### src/rtl/cpu_step_controller.sv
// rtl/cpu_step_controller.sv - CPU clock-enable sequencer: halt, single-step, auto-repeat step, free-run
// Outputs are registered from the current state, so every transition shows on the outputs one edge later.
module cpu_step_controller #(
  parameter int HOLD_CYCLES   = 12_500_000,
  parameter int REPEAT_CYCLES = 2_500_000,
  parameter int TIMER_WIDTH   = 24,
  parameter int COUNT_WIDTH   = 16
) (
  input  logic                   clock,
  input  logic                   reset,
  input  logic                   step_button,
  input  logic                   run_button,
  input  logic                   halt_request,
  output logic                   cpu_enable,
  output logic                   running,
  output logic [COUNT_WIDTH-1:0] step_count
);

  typedef enum logic [2:0] {
    S_IDLE,
    S_STEP,
    S_HOLD,
    S_REPEAT,
    S_RUN
  } state_t;

  localparam logic [TIMER_WIDTH-1:0] HOLD_LAST   = TIMER_WIDTH'(HOLD_CYCLES - 1);
  localparam logic [TIMER_WIDTH-1:0] REPEAT_LAST = TIMER_WIDTH'(REPEAT_CYCLES - 1);

  state_t                 r_state;
  state_t                 w_next_state;
  logic                   r_step_prev;
  logic                   r_run_prev;
  logic                   r_cpu_enable;
  logic                   r_running;
  logic [COUNT_WIDTH-1:0] r_step_count;
  logic [TIMER_WIDTH-1:0] r_timer;
  logic [TIMER_WIDTH-1:0] w_next_timer;
  logic                   w_next_enable;
  logic                   w_next_running;
  logic                   w_step_rise;
  logic                   w_run_rise;

  assign w_step_rise = step_button & ~r_step_prev;
  assign w_run_rise  = run_button & ~r_run_prev;

  always_comb begin
    w_next_state   = r_state;
    w_next_timer   = r_timer;
    w_next_enable  = 1'b0;
    w_next_running = 1'b0;
    case (r_state)
      S_IDLE: begin
        if (w_run_rise) begin
          if (!halt_request) w_next_state = S_RUN;
        end else if (w_step_rise) begin
          w_next_state = S_STEP;
        end
      end
      S_STEP: begin
        w_next_enable = 1'b1;
        w_next_timer  = '0;
        w_next_state  = S_HOLD;
      end
      S_HOLD: begin
        if (!step_button) begin
          w_next_timer = '0;
          w_next_state = S_IDLE;
        end else if (r_timer == HOLD_LAST) begin
          w_next_enable = 1'b1;
          w_next_timer  = '0;
          w_next_state  = S_REPEAT;
        end else begin
          w_next_timer = r_timer + TIMER_WIDTH'(1);
        end
      end
      S_REPEAT: begin
        if (!step_button) begin
          w_next_timer = '0;
          w_next_state = S_IDLE;
        end else if (r_timer == REPEAT_LAST) begin
          w_next_enable = 1'b1;
          w_next_timer  = '0;
        end else begin
          w_next_timer = r_timer + TIMER_WIDTH'(1);
        end
      end
      S_RUN: begin
        w_next_enable  = 1'b1;
        w_next_running = 1'b1;
        // halt wins over a simultaneous run press; both simply drop to IDLE
        if (halt_request || w_run_rise) w_next_state = S_IDLE;
      end
      default: w_next_state = S_IDLE;
    endcase
  end

  // Edge history resets high so a button held through reset never counts as a press.
  always_ff @(posedge clock or posedge reset) begin
    if (reset) begin
      r_state      <= S_IDLE;
      r_step_prev  <= 1'b1;
      r_run_prev   <= 1'b1;
      r_cpu_enable <= 1'b0;
      r_running    <= 1'b0;
      r_step_count <= '0;
      r_timer      <= '0;
    end else begin
      r_state      <= w_next_state;
      r_step_prev  <= step_button;
      r_run_prev   <= run_button;
      r_cpu_enable <= w_next_enable;
      r_running    <= w_next_running;
      r_step_count <= r_step_count + {{(COUNT_WIDTH-1){1'b0}}, w_next_enable};
      r_timer      <= w_next_timer;
    end
  end

  assign cpu_enable = r_cpu_enable;
  assign running    = r_running;
  assign step_count = r_step_count;

endmodule

### config.mk
export PLATFORM = sky130hd
export DESIGN_NAME = cpu_step_controller
export DESIGN_NICKNAME = d
export VERILOG_FILES = /design/src/rtl/cpu_step_controller.sv
export SDC_FILE = /design/constraint.sdc
export NUM_CORES = 1
export LEC_CHECK = 0
export ABC_AREA = 1
export ABC_CLOCK_PERIOD_IN_PS = 3300
export CAP_MARGIN = 5
export CORE_AREA = 2 2 92 94
export CTS_CLUSTER_SIZE = 10
export DETAILED_ROUTE_END_ITERATION = 10
export DIE_AREA = 0 0 94 96
export GPL_TIMING_DRIVEN = 1
export PLACE_DENSITY = 0.53
export SLEW_MARGIN = 5
export SYNTH_ARGS = -nofsm -noshare
export SYNTH_HDL_FRONTEND = slang
export SYNTH_SLANG_ARGS = --single-unit
### constraint.sdc
create_clock -name clock -period 3.3 [get_ports clock]
set_input_delay 0.66 -clock clock [delete_from_list [all_inputs] [get_ports clock]]
set_output_delay 0.66 -clock clock [all_outputs]
set_load 0.02 [all_outputs]
Word-level counts from Yosys, hierarchy flattened
Cells that the tools add are included.
{ "op_classes": {"n_addsub": 2, "n_eq_ne": 11, "n_mux": 19, "n_bitwise": 4, "reduce_logical": 5} }
{ "ops": {"columns": ["operator", "count"], "rows": [
  ["$mux 24", 4],
  ["$pmux 24 s3", 1],
  ["$add 24x1->24 const B", 1],
  ["$eq 24x22->1 const B", 1],
  ["$eq 24x24->1 const B", 1],
  ["$mux 3", 7],
  ["$add 16x1->16", 1],
  ["$pmux 3 s5", 1],
  ["$ne 3x3->1 const B", 3],
  ["$eq 3x2->1 const B", 2],
  ["$mux 1", 5],
  ["$reduce_and 5->1", 1],
  ["$ne 2x2->1 const B", 2],
  ["$eq 3x1->1 const B", 1],
  ["$eq 3x3->1 const B", 1],
  ["$logic_not 3->1", 1],
  ["$pmux 1 s3", 1],
  ["$reduce_bool 3->1", 1],
  ["$and 1x1->1", 2],
  ["$not 1->1", 2],
  ["$reduce_or 2->1", 1],
  ["$logic_or 1x1->1", 1]
]} }
{ "word_totals": {"regBits": 47, "in_bits": 5, "out_inout_bits": 18, "wordCells": 48} }

Longest topological paths before layout
Gate-level depths: netlist (run 1).
{ "depth": {"depth_word": 5, "ltp_mapped": 18, "depth_no_buf": 18} }

Worst setup path after synthesis (run 1)
No wires, ideal clock.
{ "synth_timing": {"kind": "register to register", "start": "register r_timer[0]", "end": "register r_step_count[14], in the netlist step_count[14]", "setup_ps": 80, "arrival_time_ps": 2358, "required_time_ps": 3220, "slack_ps": 863, "path_stages_with_launch": 19, "path_buffers": 0, "synth_period_minus_slack_ps": 2437, "cell_sequence": "dfrtp_1 -> ha_1 -> nand2_2 -> nor2_4 -> inv_2 -> nor2_2 -> nand3_2 -> nand2_1 -> nand3_1 -> nand2_1 -> ha_1 -> ha_1 -> nand2_1 -> nor2_1 -> nand3_1 -> nor2_1 -> nand2_1 -> nor2_1 -> xor2_1"} }
{ "synth_between": {"elab_chain_cells": 5, "word_cells_on_any_way": 8, "classes_between": "add/sub (1); eq/ne (2); mux (5)"} }
{ "synth_lines": {"columns": ["item", "line", "rtl"], "rows": [
  ["from (decl)", "37", "logic [TIMER_WIDTH-1:0] r_timer;"],
  ["from (signal assigned)", "115", "r_timer <= w_next_timer;"],
  ["$eq 24x22->1 / $eq 24x24->1 (equally long branches)", "81, 69", null],
  ["$mux 1 (on tied branches)", "81, 69", null],
  ["$mux 1 (on tied branches)", "78, 66", null],
  ["$pmux 1 s3 *", "52", "case (r_state)"],
  ["via w_next_enable", "39", "logic w_next_enable;"],
  ["$add 16x1->16 *", "114", "r_step_count <= r_step_count + {{(COUNT_WIDTH-1){1'b0}}, w_next_enable};"],
  ["to (signal assigned)", "114", null],
  ["to (decl)", "36", "logic [COUNT_WIDTH-1:0] r_step_count;"]
]} }
Mark *: on every way through the listed nets, which the timed path passes. The rest lies on a longest branch.
A chain may end at the register's enable or synchronous reset.

Worst setup path after layout (run 1)
Same ends and word-level chain as after synthesis.

==> results.sh, run 1 <==
export IMPL_wl_microns=5730
export IMPL_async_reset_ff_frac=1.00
export IMPL_vdd_drop_max_mv=0.357
export IMPL_vias=2268
export IMPL_timing_final_crit_share=0.817
export IMPL_pin_count=23
export IMPL_hold_class="reg2reg"
export IMPL_yosys_warnings=0
export IMPL_clockBufferDepth=2
export IMPL_rows=33
export IMPL_syn_num_nets=387
export IMPL_setup_tns_ns=0
export IMPL_yosys_mux_area_fraction=0
export IMPL_gp_congestion=0.870
export IMPL_clock_latency_ns=0.31
export IMPL_viasPerCell=4.45
export IMPL_synth_edf_count=0
export IMPL_instances_no_fill=510
export IMPL_worstPathRequired_ns=3.54
export IMPL_core_sq_um=8050
export IMPL_finalWorstSetupSlack_ns=0.605
export IMPL_start_kind="flop"
export IMPL_final_area_sq_um=3160
export IMPL_cp_max_fo=5
export IMPL_synth_area_sq_um=2730
export IMPL_placed_cell_area_sq_um=3050
export IMPL_die_h_microns=96
export IMPL_leakage_nw=1.59
export IMPL_synthXorXnorAreaFrac=0.0900
export IMPL_cts_max_level=2
export IMPL_die_area_sq_um=9020
export IMPL_grt_max_degree=48
export IMPL_grt_pass1_wl_microns=9890
export IMPL_synthAdderAreaFrac=0.0138
export IMPL_postCtsSetupBuffers=0
export IMPL_drc=0
export IMPL_ctsHoldBuffers=0
export IMPL_synth_commonest_cells="nand2_1, nor2_1, dfrtp_1"
export IMPL_synth_avg_cell_area_sq_um=7.19
export IMPL_wire_per_inst_microns=11.2
export IMPL_antenna_found_initial=0
export IMPL_yosys_top_cells_area="dfrtp_1, nand2_1, nor2_1, xor2_1, inv_1"
export IMPL_synth_seq_area_share=0.433
export IMPL_worst_pin_slew_ns=0.706
export IMPL_grtUsageTotal=0.139
export IMPL_yosys_area_top_type="dfrtp_1"
export IMPL_diodes=0
export IMPL_ant_nets=0
export IMPL_utilization=0.393
export IMPL_powerDensity_nw_per_um2=531
export IMPL_initial_core_util=0.338
export IMPL_grt_setup_unrepaired="no"
export IMPL_dp_cells=502
export IMPL_dp_slack_ns=0.385
export IMPL_synth_compound_area_share=0.0138
export IMPL_slew_headroom=0.529
export IMPL_cts_tree="done"
export IMPL_syn_inst=379
export IMPL_die_x_microns=94
export IMPL_cts_made_buffers=5
export IMPL_outcome="finished clean"
export IMPL_grt_pass1_vias=2139
export IMPL_area_delta_synth_final_pct=16.1
export IMPL_synth_top_family_by_area="simple AND/OR/NAND/NOR gates"
export IMPL_cts_sinks=47
export IMPL_gr_total_overflow=0
export IMPL_ys_ff_latch=47
export IMPL_crit_path_end_kind="flop"
export IMPL_finalMaxSlewViolations=0
export IMPL_timing_hold_violations_final=0
export IMPL_period_minus_slack_ns=2.69
export IMPL_dpl_hpwl_microns=4220
export IMPL_path_class="reg2reg"
export IMPL_max_freq_mhz=371
export IMPL_setup_violations=0
export IMPL_synthFlopType="dfrtp_1"
export IMPL_nNetsFinal=412
export IMPL_p_total_mw=1.68
export IMPL_drive_above_1_share=0.0543
export IMPL_port_buffer_count=22
export IMPL_hold_ws_ns=0.468
export IMPL_clk_pin_slew_ns=0.10
export IMPL_synth_cell_types=24
export IMPL_dr_first_iter_drc_count=113
export IMPL_maxCapViolCount=0
export IMPL_cts_root_buffer="clkbuf_8"
export IMPL_synth_top_area_frac=0.413
export IMPL_worst_ep_arrival_time_ns=2.93
export IMPL_worst_clock_skew_ns=0.00680
export IMPL_ctsResizeCount=0
export IMPL_synth_simple_area_share=0.375
export IMPL_yosys_cell_count_top_type="nand2_1"
export IMPL_drt_pass1_iterations=4
-- flip-flops by register name, summed over array words and instances, names as in the netlist --
name,cells
running,1
r_run_prev,1
cpu_enable,1
r_timer,24
r_step_prev,1
r_state,3
step_count,16
-- kinds of logic (layout without fill, tap and decap cells) --
kind of cell             after synthesis  in the layout
AND/OR/NAND/NOR                      244            244
buffers and inverters                 50             76
flip-flops                            47             47
XOR/XNOR                              28             28
AO/OA/AOI/OAI                          7              7
adder cells (fa/ha/maj)                3              3
-- placed cells by master, fill, tap and decap left out, types with 3 or more instances in the layout --
cell type        count
clkbuf_8             5
nand2_1            141
nand4_1              5
inv_1               43
dfrtp_1             45
nor2_1              53
nand3_1             31
o21ai_0              6
xnor2_1              8
nand2_2              4
ha_1                 3
xor2_1              20
clkdlybuf4s50_1     22
-- power by group --
group	switching, mW	internal, mW
Sequential	0.0716	0.656
Combinational	0.325	0.185
Clock	0.213	0.229
-- path summary, 6_finish.rpt --
check / from / endpoint / slack, ns / cells past startpoint
setup reg to reg: r_timer[0]$_DFFE_PP0P_ / step_count[14]$_DFF_PP0_ / 0.61 / 18
hold / removal: step_count[15]$_DFF_PP0_ / step_count[15]$_DFF_PP0_ / 0.47 / 1
max in group asynchronous: reset / r_timer[9]$_DFFE_PP0P_ / 2.09 / 3
hold reg to reg: step_count[15]$_DFF_PP0_ / step_count[15]$_DFF_PP0_ / 0.47 / 1
setup / recovery: r_timer[0]$_DFFE_PP0P_ / step_count[14]$_DFF_PP0_ / 0.61 / 18
min in group asynchronous: reset / step_count[4]$_DFF_PP0_ / 0.82 / 3
-- layout make-up --
class	instances	area (sq um)
fill	859	4890
multi-input combinational	282	1340
timing repair buffer	23	228
clock inverter	3	46.3
sequential	47	1180
clock buffer	5	68.8
tap	105	131
inverter	45	169
-- critical path, stage by stage, from the launching register on --
cell and delay [ns]:
dfrtp_1 0.40, ha_1 0.21, nand2_2 0.09, nor2_4 0.14, inv_2 0.09, nor2_2 0.12
nand3_2 0.11, nand2_1 0.07, nand3_1 0.06, nand2_1 0.08, ha_1 0.16, ha_1 0.18
nand2_1 0.06, nor2_1 0.15, nand3_1 0.13, nor2_1 0.19, nand2_1 0.11, nor2_1 0.12
xor2_1 0.15
-- layer usage --
| layer | global-route usage | part of all wire | up-vias |
|---|---|---|---|
| met4 | 0.0362 | 0.011 | 0 |
| met3 | 0.0235 | 0.018 | 6 |
| met5 | 0 | 0 | - |
| met1 | 0.177 | 0.49 | 1039 |
| met2 | 0.245 | 0.48 | 20 |
| li1 | - | - | 1203 |
Power figures use the tool's default switching activity.
==> run 2: changes to the inputs <==
Settings changed: ABC_CLOCK_PERIOD_IN_PS 3300 to 2300, PLACE_DENSITY 0.53 to 0.54.
Clock period 3.3 ns to 2.3 ns, I/O delays scaled along.
==> results.sh, run 2 (synthesis gave the netlist of run 1 again) <==
export IMPL_port_buffer_count=22
export IMPL_wl_microns=6990
export IMPL_setup_tns_ns=-0.624
export IMPL_gp_congestion=0.895
export IMPL_route_met2_wl_microns=3510
export IMPL_routed_top_layer="met4"
export IMPL_die_h_microns=96
export IMPL_antenna_found_initial=0
export IMPL_vdd_drop_max_mv=0.547
export IMPL_wire_per_inst_microns=12.4
export IMPL_gr_total_overflow=0
export IMPL_dp_cells=545
export IMPL_drt_met1_wl_microns=3120
export IMPL_dr_first_iter_drc_count=130
export IMPL_timing_hold_violations_final=0
export IMPL_worstPathRequired_ns=2.50
export IMPL_p_total_mw=2.63
export IMPL_seq_area_sq_um=1180
export IMPL_worst_clock_skew_ns=0.00613
export IMPL_clk_pin_slew_ns=0.09
export IMPL_r2r_start="r_timer[0]$_DFFE_PP0P_"
export IMPL_clock_latency_ns=0.31
export IMPL_powerDensity_nw_per_um2=692
export IMPL_cts_max_level=2
export IMPL_setup_violations=26
export IMPL_finalWorstSetupSlack_ns=-0.0551
export IMPL_drive_above_1_share=0.239
export IMPL_maxCapViolCount=0
export IMPL_grt_setup_unrepaired="yes"
export IMPL_area_delta_synth_final_pct=39.2
export IMPL_crit_path_end_kind="flop"
export IMPL_rows=33
export IMPL_drc=0
export IMPL_die_x_microns=94
export IMPL_viasPerCell=4.59
export IMPL_cts_sinks=47
export IMPL_worst_ep_arrival_time_ns=2.56
export IMPL_vias=2597
export IMPL_slew_headroom=0.680
export IMPL_cts_made_buffers=5
export IMPL_n_fill_cell=811
export IMPL_nNetsFinal=468
export IMPL_timing_final_crit_share=1.02
export IMPL_largest_reg_flops=24
export IMPL_drt_pass1_iterations=4
export IMPL_worst_pin_slew_ns=0.478
export IMPL_violations="negative setup slack"
export IMPL_final_common_cell="nand2_1"
export IMPL_outcome="finished with violations"
export IMPL_cts_tree="done"
export IMPL_grt_pass1_vias=2458
export IMPL_path_class="reg2reg"
export IMPL_met3WireLength_microns=256
export IMPL_final_cell_mix="nand2_1, buf_4, nor2_1"
export IMPL_cp_max_fo=6
export IMPL_cts_root_buffer="clkbuf_8"
export IMPL_worstSetupStartpoint="r_timer[0]$_DFFE_PP0P_"
export IMPL_ant_nets=0
export IMPL_grt_max_degree=48
export IMPL_period_minus_slack_ns=2.36
export IMPL_worstHoldStart="step_count[15]$_DFF_PP0_"
export IMPL_top_register="r_timer"
export IMPL_die_area_sq_um=9020
export IMPL_max_freq_mhz=425
export IMPL_diodes=0
export IMPL_finalMaxSlewViolations=0
export IMPL_core_sq_um=8050
export IMPL_start_kind="flop"
export IMPL_leakage_nw=1.90
export IMPL_clockBufferDepth=2
export IMPL_pin_count=23
export IMPL_dpl_hpwl_microns=4700
export IMPL_grt_pass1_wl_microns=11100
export IMPL_instances_no_fill=566
export IMPL_hold_class="reg2reg"
export IMPL_grtUsageTotal=0.157
export IMPL_initial_core_util=0.338
export IMPL_multi_input_area_sq_um=1570
## run 2: changes by cell type in the layout (fill, tap and decap cells not counted), moves of 3 or more
cell | before | now
buf_6 | 0 | 3
nand3_2 | 1 | 4
nand2_8 | 0 | 4
nand2_1 | 141 | 124
ha_1 | 3 | 0
buf_4 | 1 | 50
nor2_4 | 1 | 4
nor2_1 | 53 | 48
nand3_1 | 31 | 26
nand2_2 | 4 | 19
## run 2: stage by stage
| stage | worst slack (ns) | area [sq um] | hold slack, ns | utilization |
|---|---|---|---|---|
| detailed placement | -0.215 | 3410 | 0.468 | 0.424 |
| global placement | -0.195 | 3410 | 0.458 | 0.424 |
| CTS | -0.130 | 3620 | 0.481 | 0.449 |
| floorplan | -0.0513 | 2760 | 0.464 | - |
| global route | -0.248 | 3790 | 0.494 | 0.471 |
| finish | -0.0551 | 3790 | 0.477 | 0.471 |
## run 2: cell type report
| cell class | count | area share |
|---|---|---|
| Multi-Input combinational cell | 285 | 0.414 |
| Tap cell | 105 | 0.0346 |
| Clock inverter | 2 | 0.00363 |
| Timing Repair Buffer | 76 | 0.171 |
| Sequential cell | 47 | 0.311 |
| Clock buffer | 6 | 0.0218 |
| Inverter | 45 | 0.0445 |
## run 2: final timing paths
check / depth (start not counted) / slack [ns] / end
setup / recovery: 17 / -0.06 / r_timer[9]$_DFFE_PP0P_
hold / removal: 1 / 0.48 / step_count[15]$_DFF_PP0_
setup reg to reg: 17 / -0.06 / r_timer[9]$_DFFE_PP0P_
hold reg to reg: 1 / 0.48 / step_count[15]$_DFF_PP0_
max in group asynchronous: 3 / 1.52 / r_run_prev$_DFF_PP1_
min in group asynchronous: 3 / 0.50 / step_count[1]$_DFF_PP0_
## run 2: what timing repair did
action,CTS,global route
hold buffers,0,0
pin swaps,6,17
cloned,0,3
gates resized for setup,9,31
setup endpoints to repair,7,34
setup buffers,9,3
## run 2: routing by layer
layer  track usage  vias up
li1              -     1321
met1         0.205     1227
met2         0.260       40
met3        0.0305        9
met4        0.0556        0
met5             0        -
## run 2: report_power, final
part | total, mW | internal [mW] | switching, mW | leakage [nW]
clock network | 0.543 | 0.246 | 0.297 | 0.0516
logic | 1.01 | 0.401 | 0.610 | 1.22
registers | 1.07 | 0.940 | 0.132 | 0.628
total | 2.63 | 1.59 | 1.04 | 1.90
## run 2: critical path, cell delays in order, from the launching register on
cell,delay (ns)
dfrtp_1,0.36
ha_2,0.20
nand2_2,0.08
nor2_4,0.13
inv_2,0.06
nor2_2,0.09
nand3_2,0.10
buf_4,0.15
buf_6,0.10
buf_4,0.12
buf_4,0.12
buf_4,0.11
buf_4,0.12
buf_4,0.14
nand2_8,0.12
nand2_4,0.11
nand2_1,0.08
nand2_1,0.05
==> run 3: changes to the inputs <==
Settings changed: CAP_MARGIN 5 to 20, GPL_TIMING_DRIVEN 1 to unset.
==> results of run 3 <==
The final DEF is identical to that of run 2; final timing and power are the same.
